## config.mk

```make
export PLATFORM = sky130hd
export DESIGN_NAME = rshift_signed_mul_core_flat
export DESIGN_NICKNAME = d
export VERILOG_FILES = /design/src/rtl/rshift_signed_mul_core_pkg.sv /design/src/rtl/rshift_signed_mul_core_if.sv /design/src/rtl/rshift_signed_mul_core_iter_counter.sv /design/src/rtl/rshift_signed_mul_core.sv /design/src/flat_wrapper.sv
export SDC_FILE = /design/constraint.sdc
export NUM_CORES = 1
export LEC_CHECK = 0
export BUFFER_PORTS_ARGS = -buffer_cell sky130_fd_sc_hd__buf_4
export CAP_MARGIN = 20
export CORE_AREA = 3 3 79 81
export DETAILED_ROUTE_END_ITERATION = 16
export DIE_AREA = 0 0 82 84
export PLACE_DENSITY_LB_ADDON = 0.15
export SLEW_MARGIN = 30
export SYNTH_ARGS = -nofsm -noshare
export SYNTH_HDL_FRONTEND = slang
export SYNTH_SLANG_ARGS = --single-unit
```

## constraint.sdc

```tcl
create_clock -name clk -period 5.35 [get_ports clk]
set_input_delay 0.8025 -clock clk [delete_from_list [all_inputs] [get_ports clk]]
set_output_delay 0.8025 -clock clk [all_outputs]
set_load 0.01 [all_outputs]
```

## src/rtl/rshift_signed_mul_core_pkg.sv

```systemverilog
// mul_pkg: shared FSM encoding and default operand width for the signed multiplier
package mul_pkg;
  localparam int DEF_N = 8;
  typedef enum logic [1:0] {
    IDLE = 2'b00,
    RUN  = 2'b01,
    DONE = 2'b10
  } state_t;
endpackage

```

## src/rtl/rshift_signed_mul_core_if.sv

```systemverilog
// rshift_signed_mul_core_if: request/result bundle between controller and multiplier
interface rshift_signed_mul_core_if
  import mul_pkg::*;
#(
  parameter int N = DEF_N
);
  logic           start;
  logic [N-1:0]   a;
  logic [N-1:0]   b;
  logic           busy;
  logic           done;
  logic [2*N-1:0] p;
  modport master (output start, a, b, input busy, done, p);
  modport slave  (input start, a, b, output busy, done, p);
endinterface

```

## src/rtl/rshift_signed_mul_core_iter_counter.sv

```systemverilog
// iter_counter: iteration index for the shift-add sequence, flags the final iteration
module iter_counter
  import mul_pkg::*;
#(
  parameter int N = DEF_N
) (
  input  logic clk,
  input  logic rst,
  input  logic clear,
  input  logic en,
  output logic last
);
  localparam int CW = $clog2(N) + 1;
  logic [CW-1:0] cnt_q;
  // count RUN cycles; one spare bit lets it reach N without wrapping
  always_ff @(posedge clk or posedge rst) begin
    if (rst) cnt_q <= '0;
    else if (clear) cnt_q <= '0;
    else if (en) cnt_q <= cnt_q + 1'b1;
  end
  assign last = cnt_q == CW'(N - 1);
endmodule

```

## src/rtl/rshift_signed_mul_core.sv

```systemverilog
// rshift_signed_mul_core: sequential two's-complement multiplier, one add/sub-and-shift per cycle
module rshift_signed_mul_core
  import mul_pkg::*;
#(
  parameter int N = DEF_N
) (
  input logic clk,
  input logic rst,
  rshift_signed_mul_core_if.slave bus
);
  state_t         state_q, state_d;
  logic [N:0]     a_q, a_d;
  logic [N-1:0]   q_q, q_d, m_q, m_d;
  logic [2*N-1:0] p_q, p_d;
  logic [N:0]     addend, sum;
  logic           accept, run, last;
  assign accept = bus.start && (state_q == IDLE || state_q == DONE);
  assign run    = state_q == RUN;
  assign bus.p  = p_q;
  iter_counter #(.N(N)) u_cnt (
    .clk  (clk),
    .rst  (rst),
    .clear(accept),
    .en   (run),
    .last (last)
  );
  // state register
  always_ff @(posedge clk or posedge rst) begin
    if (rst) state_q <= IDLE;
    else state_q <= state_d;
  end
  // next state: start restarts from IDLE/DONE, RUN ends after the last iteration
  always_comb begin
    state_d = accept ? RUN : run ? (last ? DONE : RUN) : IDLE;
  end
  // status outputs decoded from state
  always_comb begin
    bus.busy = state_q == RUN;
    bus.done = state_q == DONE;
  end
  // iteration step: the sign-bit weight is negative, so the final partial product is subtracted
  always_comb begin
    addend = q_q[0] ? {m_q[N-1], m_q} : '0;
    sum    = last ? a_q - addend : a_q + addend;
    a_d    = a_q;
    q_d    = q_q;
    m_d    = m_q;
    p_d    = p_q;
    if (accept) begin
      a_d = '0;
      q_d = bus.b;
      m_d = bus.a;
    end else if (run) begin
      a_d = {sum[N], sum[N:1]};
      q_d = {sum[0], q_q[N-1:1]};
      if (last) p_d = {sum[N:0], q_q[N-1:1]};
    end
  end
  // datapath registers
  always_ff @(posedge clk or posedge rst) begin
    if (rst) begin
      a_q <= '0;
      q_q <= '0;
      m_q <= '0;
      p_q <= '0;
    end else begin
      a_q <= a_d;
      q_q <= q_d;
      m_q <= m_d;
      p_q <= p_d;
    end
  end
endmodule

```

## src/flat_wrapper.sv

```systemverilog
// flat-port wrapper written by rule: the top's interface ports become plain ports
module rshift_signed_mul_core_flat import mul_pkg::*;
#(
  parameter int N = DEF_N
)
  (clk, rst, bus_start, bus_a, bus_b, bus_busy, bus_done, bus_p);
  rshift_signed_mul_core_if #(.N(N)) bus_i ();
  input logic clk;
  input logic rst;
  input wire logic [$bits(bus_i.start)-1:0] bus_start;
  input wire logic [$bits(bus_i.a)-1:0] bus_a;
  input wire logic [$bits(bus_i.b)-1:0] bus_b;
  output wire logic [$bits(bus_i.busy)-1:0] bus_busy;
  output wire logic [$bits(bus_i.done)-1:0] bus_done;
  output wire logic [$bits(bus_i.p)-1:0] bus_p;
  assign bus_i.start = bus_start;
  assign bus_i.a = bus_a;
  assign bus_i.b = bus_b;
  assign bus_busy = bus_i.busy;
  assign bus_done = bus_i.done;
  assign bus_p = bus_i.p;
  rshift_signed_mul_core #(.N(N)) u_core (.clk(clk), .rst(rst), .bus(bus_i));
endmodule
```

==> metrics.sh, run 1 <==
LAYOUT.NETS=300
ANTENNA_FOUND_INITIAL=0
WORST-SETUP-PATH-TYPE='reg2reg'
CTS_MAX_LEVEL=2
DIE_AREA_UM2=6890
RSZ_0062_RAISED_AFTER_GLOBAL_ROUTING='false'
TIMING.FINAL.MAX_SLEW_VIOLATIONS=0
SYNTH.AVG_CELL_AREA_UM2=9.91
CRITICAL_PATH.REG2REG.STARTPOINT='u_core.q_q[0]$_DFFE_PP0P_'
IR_WORST_VDD_mV=0.360
FINAL_LAYOUT_SIZE_SUFFIX_GT1_SHARE_PCT=19.9
CRITICAL_PATH_ARRIVAL_NS=3.14
IOPINCOUNT=37
TIMING.MAX_SLEW.REL_SLACK_PCT=48.5
SYNTH_AREA_UM2=2320
TRITONCTS='built'
POWER_REPORT.INTERNAL_TOTAL_mW=1.27
POWER.CLOCK.FRACTION_PCT=11.5
OVERFLOW=0
GRT_FIRST_PASS_WIRELENGTH_UM=8270
CLOCKROOTBUFFER='clkbuf_8'
DETAIL_ROUTE.ITER0.VIOLATIONS=84
SHARE_OF_THE_SYNTHESIZED_AREA_IN_THE_TOP_CELL_TYPE_PCT=49.6
YOSYS.CELL_COUNT.TOP_TYPE='nand2_1'
FMAX_MHz=336
DRV_CAP=0
TIMING.REG2REG.SETUP_SLACK_NS=2.37
LAYOUTNONFILLERINSTCOUNT=343
CRITICAL_PATH.REG2REG.ENDPOINT='u_core.bus.p[15]$_DFFE_PP0P_'
CRITICAL_PATH.ENDPOINT_TYPE='flip-flop'
ROUTE.DETAILED.WL_PER_INST_UM=13.9
INSERTION_DELAY_NS=0.29
SETUP_BUFFERS_AFTER_CTS=0
POSTSYNTHREGISTERBITS=46
SYNTHDISTINCTLIBCELLS=37
SWITCHING_POWER_uW=923
INITIAL_STANDARD_CELL_UTILIZATION_OF_THE_CORE_PCT=41.8
FIN_SKEW_NS=0.00943
PWR_DENSITY_CELL_nW_PER_UM2=793
GR-USAGE-ALL-LAYERS_PCT=15.2
POST_CTS_HOLD_BUFFER_COUNT=0
CTS_REPAIR_RESIZE_COUNT=0
SYNTH_SEQ_AREA_SHARE_PCT=49.6
ROUTABILITYCONGESTION=0.773
DETAIL_ROUTE.VIAS_PER_CELL=5.02
LEADING_POST_SYNTHESIS_CELLS_BY_INSTANCE_COUNT='53 x nand2_1, 46 x dfrtp_1, 16 x nor2_1, 14 x a21oi_1, 10 x ha_1'
SEQUENTIAL_CELL_AREA_UM2=1150
SYNTH_TOP_CELLS_BY_AREA='dfrtp_1 50%, nand2_1 8.6%, ha_1 5.4%, mux2_1 4.4%, a21oi_1 3.0%'
NETLIST.TOP_CELL.BY_AREA='dfrtp_1'
RESULT_OF_THE_RUN='finished, final reports clean'
YOSYSWARNINGCOUNT=0
TOTAL_POWER_mW=2.19
IO_BUFFERS=36
FINAL.MIN_CLOCK_PERIOD_NS=2.98
FLOORPLAN.DIE.HEIGHT_UM=84
VIAS_IN_THE_FIRST_GLOBAL_ROUTE=1720
SYN_NETS=264
TIGHTESTPINTRANSITION_NS=0.772
NUMBER_OF_CELLS_TRAVERSED_BY_THE_WORST_REGISTER_TO_REGISTER_PATH=13
MULTI_INPUT_AREA_UM2=1110
SETUP_VIOL=0
SETUP.WORST_PATH.END='u_core.bus.p[15]$_DFFE_PP0P_'
SLOWEST_DELAY_NS=0.57
DRT-PASS1-ITER-COUNT=4
SYNTH_CELLS=234
P_LEAK_nW=1.33
FLOORPLAN.ROWS=27
INSERTEDDIODECOUNT=0
CLOCK_PATH_BUFFERS=2
CRITICAL_PATH.STARTPOINT='u_core.q_q[0]$_DFFE_PP0P_'
GRT_START_MAX_NET_PINS=47
FINALSETUPTNS_NS=0
CRIT_CHAIN='nand2_1, ha_1, nor2_1, a21o_1, o22ai_1, a31o_1, ha_1, nand4_1, a211oi_1, nor2_1, xor2_1, xnor2_1, a21oi_1'
PLACEDCELLCOUNT=335
SYNTH-EDFF-COUNT=0
CP_MAX_STAGE_CELL='dfrtp_1'
CLK_TRANSITION_REPORTED_PATHS_NS=0.09
CTS_INSERTED_BUFFERS=5
STARTPOINT_TYPE='flip-flop'
COMBINATIONALPOWERSHARE_PCT=58.1
DIE_W_UM=82
FILLCELLCOUNT=542
VIAS=1723
ROUTE.FINAL.WIRE_LENGTH_UM=4750
FLOORPLAN.CORE_AREA_UM2=5540
DP.FINAL_HPWL_UM=3330
TOTAL_CLOCK_SINKS=46
TIMING.CRITICAL_PATH.REQUIRED_NS=5.52
ANT_NETS=0
AREA_GROWTH_SYN_TO_LAYOUT_PCT=19.3
REMAINING_DRC_ERRORS=0
SHARE_SEQ_OF_TOTAL_POWER_PCT=30.4
POSTSYNTH.ASYNCRESETSHARE_PCT=100
P_SW_SHARE_PCT=42.1
FIN_CRIT_SH_PCT=55.6
HP-CLASS='reg2reg'
WORSTPATHMAXFANOUT=13
FINAL_HOLD_VIOL_COUNT=0
SYNTH-MAIN-FF-CELL='dfrtp_1'
[stage by stage]
stage / hold slack, ns / setup WS (ns) / utilization [%] / instance area, um2
after floorplan: 0.450 / 2.59 / - / 2320
after global placement: 0.463 / 2.53 / 47.9 / 2660
after detailed placement: 0.476 / 2.43 / 48.0 / 2660
after CTS: 0.495 / 2.39 / 49.9 / 2770
after global routing: 0.515 / 2.05 / 49.9 / 2770
final: 0.492 / 2.37 / 49.9 / 2770
[worst max-delay path, delay by kind of cell (launching register included)]
| family | cells | cell delay [ns] |
|---|---|---|
| AO/OA/AOI/OAI | 5 | 0.71 |
| XOR/XNOR | 2 | 0.35 |
| adder cells (fa/ha/maj) | 2 | 0.63 |
| flip-flops | 1 | 0.57 |
| AND/OR/NAND/NOR | 4 | 0.58 |
[registers in the layout (all words and copies together), names as in the netlist]
register and cells:
u_core.a_q 8, u_core.bus.p 16, u_core.m_q 8, u_core.q_q 8, u_core.state_q 2, u_core.u_cnt.cnt_q 4
[power groups by stage]
stage | logic (mW) | clock network, mW | registers [mW]
finish | 1.27 | 0.252 | 0.668
global route | 1.44 | 0.275 | 0.695
CTS | 1.28 | 0.262 | 0.668
global placement | 1.25 | 0 | 0.671
floorplan | 0.955 | 0 | 0.661
detailed placement | 1.27 | 0 | 0.672
[logic make-up (layout without fill, tap and decap cells)]
kind of cell / count (synthesis) / count (layout) / synth area share [%]
and+or+nand+nor: 88 / 88 / 16.6
AOI/OAI and AO/OA: 46 / 46 / 12.8
DFF: 46 / 46 / 49.6
muxes: 15 / 15 / 7.18
buffers and inverters: 15 / 52 / 2.59
xor gates and xnor gates: 13 / 13 / 4.91
adders and majority gates: 11 / 11 / 6.26
[final cells by class]
cell class	instances	area share (%)
multi-input combinational	173	40.0
clock inverter	1	1.09
timing repair buffer	38	10.3
clock buffer	7	2.76
tap	72	3.26
sequential	46	41.6
inverter	6	0.905
[worst min-delay path by stage]
stage / slack [ns] / cells past startpoint / end / startpoint
floorplan: 0.45 / 2 / u_core.a_q[0]$_DFFE_PP0P_ / u_core.a_q[0]$_DFFE_PP0P_
global placement: 0.46 / 2 / u_core.a_q[0]$_DFFE_PP0P_ / u_core.a_q[0]$_DFFE_PP0P_
detailed placement: 0.48 / 2 / u_core.a_q[0]$_DFFE_PP0P_ / u_core.a_q[0]$_DFFE_PP0P_
CTS: 0.49 / 2 / u_core.a_q[0]$_DFFE_PP0P_ / u_core.a_q[0]$_DFFE_PP0P_
global route: 0.51 / 1 / u_core.bus.p[2]$_DFFE_PP0P_ / u_core.bus.p[2]$_DFFE_PP0P_
finish: 0.49 / 1 / u_core.bus.p[3]$_DFFE_PP0P_ / u_core.bus.p[3]$_DFFE_PP0P_
[layout by cell type (no fill, tap or decap), types with 2 or more instances in the layout]
cell      Yosys  layout
xor2_1        8       8
o21ai_1       3       3
nand2_1      53      53
nor2b_1       3       3
dfrtp_1      46      46
nor2_2        2       2
nand4_1       3       3
mux2_2        4       4
clkbuf_1      5       2
nor2_1       16      16
buf_4         0      38
a22oi_1       7       7
ha_1         10      10
a21o_1        2       2
mux2_1        9       9
a22o_1        7       7
clkbuf_8      0       5
a21oi_1      14      14
nand3_1       2       2
xnor2_1       5       5
nand2b_1      4       4
o21ai_0       6       6
inv_1         5       4
a31o_1        2       2
mux2i_1       2       2
[routing by layer]
layer | routed length [um] | vias to the layer above | GRT usage [%]
li1 | - | 869 | -
met1 | 2350 | 822 | 22.4
met2 | 2210 | 27 | 22.5
met3 | 146 | 5 | 3.24
met4 | 42 | 0 | 4.08
met5 | 0 | - | 0
Power figures use the tool's default switching activity.
==> run 2, diff against run 1 <==
==> constraint.sdc (replaced) <==
create_clock -name clk -period 2.85 [get_ports clk]
set_input_delay 0.4275 -clock clk [delete_from_list [all_inputs] [get_ports clk]]
set_output_delay 0.4275 -clock clk [all_outputs]
set_load 0.01 [all_outputs]
==> metrics.sh, run 2 (synthesis results as in run 1) <==
TIMING.CRITICAL_PATH.REQUIRED_NS=3.02  # -2.50 ns
ANT_NETS=0  # unchanged
STARTPOINT_TYPE='flip-flop'
LARGEST_REGISTER_FFS=16  # unchanged
SHARE_SEQ_OF_TOTAL_POWER_PCT=30.1  # -0.3 points
SETUP_VIOL=0  # unchanged
WORST-SETUP-PATH-TYPE='reg2reg'
TOTAL_CLOCK_SINKS=46  # unchanged
CTS_INSERTED_BUFFERS=5  # unchanged
PWR_DENSITY_CELL_nW_PER_UM2=1460  # +84%
TIMING.REG2REG.SETUP_SLACK_NS=0.18  # -2.19 ns
GRT_START_MAX_NET_PINS=47  # unchanged
DIE_AREA_UM2=6890  # unchanged
DRV_CAP=0  # unchanged
FILLCELLCOUNT=551  # +1.7%
INITIAL_STANDARD_CELL_UTILIZATION_OF_THE_CORE_PCT=41.8  # unchanged
DETAIL_ROUTE.ITER0.VIOLATIONS=81  # -3.6%
FLOORPLAN.ROWS=27  # unchanged
CLOCKROOTBUFFER='clkbuf_8'
OVERFLOW=0  # unchanged
SETUP_SLACK_NS=0.185  # -2.19 ns
CRITICAL_PATH.REG2REG.STARTPOINT='u_core.m_q[4]$_DFFE_PP0P_'
INSERTEDDIODECOUNT=0  # unchanged
SEQUENTIAL_CELL_AREA_UM2=1150  # unchanged
P_SW_SHARE_PCT=42.7  # +0.60 points
FIN_SKEW_NS=0.00951  # +0.0000802 ns
HP-CLASS='in2async'
IR_WORST_VDD_mV=0.581  # +62%
FLOORPLAN.DIE.HEIGHT_UM=84  # unchanged
MULTI_INPUT_AREA_UM2=1130  # +2.1%
FINAL_HOLD_VIOL_COUNT=0  # unchanged
POSTLAYOUTCELLAREA_UM2=2800  # +1.2%
REMAINING_DRC_ERRORS=0  # unchanged
FMAX_MHz=375  # +12%
COMBINATIONALPOWERSHARE_PCT=60.3  # +2.2 points
FLOORPLAN.CORE_AREA_UM2=5540  # unchanged
ROUTE.DETAILED.WL_PER_INST_UM=13.6  # -2.1%
PLACEDCELLCOUNT=336  # +0.30%
GR-USAGE-ALL-LAYERS_PCT=15.1  # -0.090 points
IO_BUFFERS=36  # unchanged
POSTLAYOUTCOREUTIL_PCT=50.5  # +0.61 points
P_LEAK_nW=1.35  # +1.0%
SWITCHING_POWER_mW=1.75  # +89%
DETAILED_PLACE.AREA_UM2=2670  # +0.28%
FIN_CRIT_SH_PCT=93.5  # +38 points
CRITICAL_PATH.ENDPOINT_TYPE='flip-flop'
TIGHTESTPINTRANSITION_NS=0.746  # -0.0259 ns
CLK_TRANSITION_REPORTED_PATHS_NS=0.08  # about the same
CRITICAL_PATH.STARTPOINT='u_core.m_q[4]$_DFFE_PP0P_'
POST_CTS_HOLD_BUFFER_COUNT=0  # unchanged
DP_WORST_SETUP_SLACK_NS=0.156  # -2.27 ns
RESULT_OF_THE_RUN='finished, final reports clean'
ROUTE.FINAL.WIRE_LENGTH_UM=4710  # -0.95%
WORSTPATHMAXFANOUT=5  # -8
ROUTABILITYCONGESTION=0.827  # +7.0%
DP.FINAL_HPWL_UM=3340  # +0.11%
LAYOUT.NETS=304  # +1.3%
TIMING.FINAL.MAX_SLEW_VIOLATIONS=0  # unchanged
IOPINCOUNT=37  # unchanged
MOST_FREQUENT_STANDARD_CELL_IN_THE_LAYOUT_EXCLUDING_FILL_AND_TAP_CELLS='nand2_1'
CLOCK_PATH_BUFFERS=2  # unchanged
INSERTION_DELAY_NS=0.30  # about the same
DIE_W_UM=82  # unchanged
CTS_MAX_LEVEL=2  # unchanged
ANTENNA_FOUND_INITIAL=0  # unchanged
AREA_GROWTH_SYN_TO_LAYOUT_PCT=20.7
DRT-PASS1-ITER-COUNT=4  # unchanged
TIMING.MAX_SLEW.REL_SLACK_PCT=50.2  # +1.7 points
DETAIL_ROUTE.VIAS_PER_CELL=4.97  # -1.1%
CRITICAL_PATH_ARRIVAL_NS=2.83  # -0.31 ns
VIAS_IN_THE_FIRST_GLOBAL_ROUTE=1704  # -0.93%
POWER_REPORT.INTERNAL_TOTAL_mW=2.34  # +84%
GRT_FIRST_PASS_WIRELENGTH_UM=8190  # -0.92%
LAYOUTNONFILLERINSTCOUNT=347  # +1.2%
VIAS=1724  # +0.058%
TRITONCTS='built'
COMMONEST_CELLS_AFTER_ROUTING_FILL_AND_TAPS_ASIDE='53 x nand2_1, 46 x dfrtp_1, 42 x buf_4'
FINAL_LAYOUT_SIZE_SUFFIX_GT1_SHARE_PCT=22.9  # +3.0 points
POWER.CLOCK.FRACTION_PCT=9.6  # -1.9 points
FINAL.MIN_CLOCK_PERIOD_NS=2.67  # -0.311 ns
RSZ_0062_RAISED_AFTER_GLOBAL_ROUTING='true'
[run 2: cell types whose count changed in the layout (fill, tap and decap cells not counted), sizes merged]
| cell | change |
|---|---|
| buf | +4 |
| bufinv | -1 |
| clkbuf | -1 |
| clkinv | +2 |
[run 2: per-stage QoR]
stage	power, mW	TNS, ns	hold WS (ns)
after floorplan	3.03	0	0.450
after global placement	3.63	0	0.464
after detailed placement	3.64	0	0.477
after CTS	4.06	0	0.210
after global routing	4.49	-0.0243	0.237
final	4.09	0	0.190
[run 2: area by class of cell]
class                           count  area share (%)
Clock buffer                        6            2.59
Timing Repair Buffer               42            11.3
Sequential cell                    46            41.1
Multi-Input combinational cell    173            40.4
Tap cell                           72            3.22
Clock inverter                      2           0.492
Inverter                            6           0.894
[run 2: layer usage]
| metal | up-vias | GRT usage [%] | part of all wire, % |
|---|---|---|---|
| met4 | 0 | 3.17 | 0.28 |
| met1 | 825 | 21.7 | 49 |
| li1 | 877 | - | - |
| met5 | - | 0 | 0 |
| met2 | 20 | 22.9 | 47 |
| met3 | 2 | 3.89 | 3.8 |
[run 2: worst paths after layout]
path | to | cells past startpoint
worst min register to register | u_core.bus.p[3]$_DFFE_PP0P_ | 1
worst max register to register | u_core.bus.p[15]$_DFFE_PP0P_ | 10
min in group clk | u_core.m_q[3]$_DFFE_PP0P_ | 3
worst max-delay path | u_core.bus.p[15]$_DFFE_PP0P_ | 10
worst min-delay path | u_core.a_q[4]$_DFFE_PP0P_ | 2
max in group asynchronous | u_core.m_q[1]$_DFFE_PP0P_ | 2
[run 2: power by group through the flow]
stage | registers (mW) | clock network, mW | logic, mW
detailed placement | 1.25 | 0 | 2.39
global route | 1.28 | 0.440 | 2.77
global placement | 1.25 | 0 | 2.38
CTS | 1.24 | 0.410 | 2.41
floorplan | 1.24 | 0 | 1.79
finish | 1.23 | 0.394 | 2.47
[run 2: worst max-delay path, cell delays in order, from the launching register on]
cell,delay (ns)
dfrtp_1,0.43
or4_4,0.55
a21o_1,0.21
a31o_1,0.21
ha_1,0.35
nand4_1,0.13
a211oi_2,0.16
nor2_1,0.08
xor2_1,0.15
xnor2_1,0.18
a21oi_1,0.09
[run 2: repair_timing]
action | in CTS | in global routing
buffers inserted | 0 | 3
resized for setup | 0 | 7
endpoints found under the hold margin | 0 | 0
endpoints found under the setup margin | 0 | 8
==> run 3, diff against run 2 <==
==> constraint.sdc (replaced) <==
create_clock -name clk -period 3.1 [get_ports clk]
set_input_delay 0.465 -clock clk [delete_from_list [all_inputs] [get_ports clk]]
set_output_delay 0.465 -clock clk [all_outputs]
set_load 0.01 [all_outputs]
==> metrics.sh, run 3 (synthesis results as in run 1) <==
RESULT_OF_THE_RUN='finished, final reports clean'
FINAL_HOLD_VIOL_COUNT=0  # unchanged
POSTLAYOUTCOREUTIL_PCT=49.6  # -0.95 points
TIMING.MAX_SLEW.REL_SLACK_PCT=51.0  # +0.76 points
DP_WORST_SETUP_SLACK_NS=0.352  # +0.196 ns
ROUTE.FINAL.WIRE_LENGTH_UM=4780  # +1.6%
CTS_INSERTED_BUFFERS=5  # unchanged
COMMONEST_CELLS_AFTER_ROUTING_FILL_AND_TAPS_ASIDE='53 x nand2_1, 46 x dfrtp_1, 39 x buf_4'
FLOORPLAN.DIE.HEIGHT_UM=84  # unchanged
DETAIL_ROUTE.ITER0.VIOLATIONS=95  # +17%
DRT-PASS1-ITER-COUNT=4  # unchanged
DETAIL_ROUTE.VIAS_PER_CELL=5.09  # +2.5%
INSERTION_DELAY_NS=0.29  # about the same
FIN_CRIT_SH_PCT=89.3  # -4.2 points
ANTENNA_FOUND_INITIAL=0  # unchanged
INSERTEDDIODECOUNT=0  # unchanged
FMAX_MHz=361  # -3.7%
AREA_GROWTH_SYN_TO_LAYOUT_PCT=18.5
P_LEAK_nW=1.32  # -1.8%
DIE_AREA_UM2=6890  # unchanged
REMAINING_DRC_ERRORS=0  # unchanged
CTS_REPAIR_RESIZE_COUNT=0  # unchanged
FINALHOLDWORSTSLACK_NS=0.235  # +0.0456 ns
INITIAL_STANDARD_CELL_UTILIZATION_OF_THE_CORE_PCT=41.8  # unchanged
IR_WORST_VDD_mV=0.540  # -7.1%
SETUP_BUFFERS_AFTER_CTS=0  # unchanged
GRT_START_MAX_NET_PINS=47  # unchanged
DIE_W_UM=82  # unchanged
FLOORPLAN.CORE_AREA_UM2=5540  # unchanged
VIAS=1747  # +1.3%
IO_BUFFERS=36  # unchanged
WORSTPATHMAXFANOUT=5  # unchanged
CRITICAL_PATH.ENDPOINT_TYPE='flip-flop'
POSTLAYOUTCELLAREA_UM2=2750  # -1.9%
LARGEST_REGISTER_FFS=16  # unchanged
FLOORPLAN.ROWS=27  # unchanged
GR-USAGE-ALL-LAYERS_PCT=15.3  # +0.14 points
FINAL.MIN_CLOCK_PERIOD_NS=2.77  # +0.103 ns
STARTPOINT_TYPE='flip-flop'
TIGHTESTPINTRANSITION_NS=0.735  # -0.0114 ns
CLOCK_PATH_BUFFERS=2  # unchanged
CRITICAL_PATH.STARTPOINT='u_core.m_q[0]$_DFFE_PP0P_'
MOST_FREQUENT_STANDARD_CELL_IN_THE_LAYOUT_EXCLUDING_FILL_AND_TAP_CELLS='nand2_1'
CRITICAL_PATH.REG2REG.STARTPOINT='u_core.m_q[0]$_DFFE_PP0P_'
CLOCKROOTBUFFER='clkbuf_8'
TIMING.CRITICAL_PATH.REQUIRED_NS=3.27  # +0.25 ns
TRITONCTS='built'
HP-CLASS='in2async'
ROUTABILITYCONGESTION=0.837  # +1.3%
WORST-SETUP-PATH-TYPE='reg2reg'
IOPINCOUNT=37  # unchanged
ANT_NETS=0  # unchanged
LAYOUT.NETS=301  # -0.99%
OVERFLOW=0  # unchanged
GRT_FIRST_PASS_WIRELENGTH_UM=8310  # +1.4%
CTS_MAX_LEVEL=2  # unchanged
DETAILED_PLACE.AREA_UM2=2670  # unchanged
DP.FINAL_HPWL_UM=3380  # +1.3%
FINALSETUPTNS_NS=0  # unchanged
VIAS_IN_THE_FIRST_GLOBAL_ROUTE=1744  # +2.3%
PWR_DENSITY_CELL_nW_PER_UM2=1350  # -7.9%
SETUP_SLACK_NS=0.332  # +0.147 ns
CRITICAL_PATH_ARRIVAL_NS=2.94  # +0.11 ns
RSZ_0062_RAISED_AFTER_GLOBAL_ROUTING='false'
FINAL_LAYOUT_SIZE_SUFFIX_GT1_SHARE_PCT=20.3  # -2.6 points
SETUP_VIOL=0  # unchanged
FIN_SKEW_NS=0.00820  # -0.00130 ns
DRV_CAP=0  # unchanged
TOTAL_CLOCK_SINKS=46  # unchanged
POST_CTS_HOLD_BUFFER_COUNT=0  # unchanged
ROUTE.DETAILED.WL_PER_INST_UM=13.9  # +2.7%
TIMING.FINAL.MAX_SLEW_VIOLATIONS=0  # unchanged
CLK_TRANSITION_REPORTED_PATHS_NS=0.08  # about the same
-- run 3: metrics by stage --
stage | power, mW | cells
after floorplan | 2.79 | 234
after global placement | 3.34 | 336
after detailed placement | 3.36 | 336
after CTS | 3.73 | 343
after global routing | 4.05 | 343
final | 3.70 | 343
-- run 3: final timing paths --
path | to | slack (ns) | cells past startpoint
max | u_core.bus.p[15]$_DFFE_PP0P_ | 0.33 | 13
min | u_core.bus.p[12]$_DFFE_PP0P_ | 0.24 | 2
max reg2reg | u_core.bus.p[15]$_DFFE_PP0P_ | 0.33 | 13
min reg2reg | u_core.a_q[0]$_DFFE_PP0P_ | 0.49 | 2
max in group asynchronous | u_core.q_q[0]$_DFFE_PP0P_ | 2.48 | 2
min in group clk | u_core.m_q[1]$_DFFE_PP0P_ | 0.36 | 3
-- run 3: power by group --
group	total [mW]	internal, mW	switching (mW)
Clock	0.348	0.155	0.193
Combinational	2.21	1.05	1.16
Sequential	1.14	0.910	0.229
Total	3.70	2.11	1.58
-- run 3: metal layers --
metal | wire [um] | GRT usage, %
met2 | 2250 | 23.1
met5 | 0 | 0
met1 | 2330 | 22.1
met3 | 154 | 3.46
met4 | 46 | 3.63
-- run 3: layout make-up --
cell class                      instances  area (um2)
Sequential cell                        46        1150
Clock buffer                            6        72.6
Tap cell                               72        90.1
Timing Repair Buffer                   39         293
Clock inverter                          1        7.51
Fill cell                             560        2790
Multi-Input combinational cell        173        1110
Inverter                                6        25.0
-- run 3: worst max-delay path: stages, from the launching register on --
cell and delay (ns):
dfrtp_1 0.42, nand2_1 0.11, ha_1 0.24, nor2_1 0.26, a21o_1 0.14, o22ai_1 0.07, a31o_1 0.19, ha_1 0.36
nand4_1 0.10, a211oi_1 0.19, nor2_1 0.09, xor2_1 0.16, xnor2_1 0.21, a21oi_1 0.10
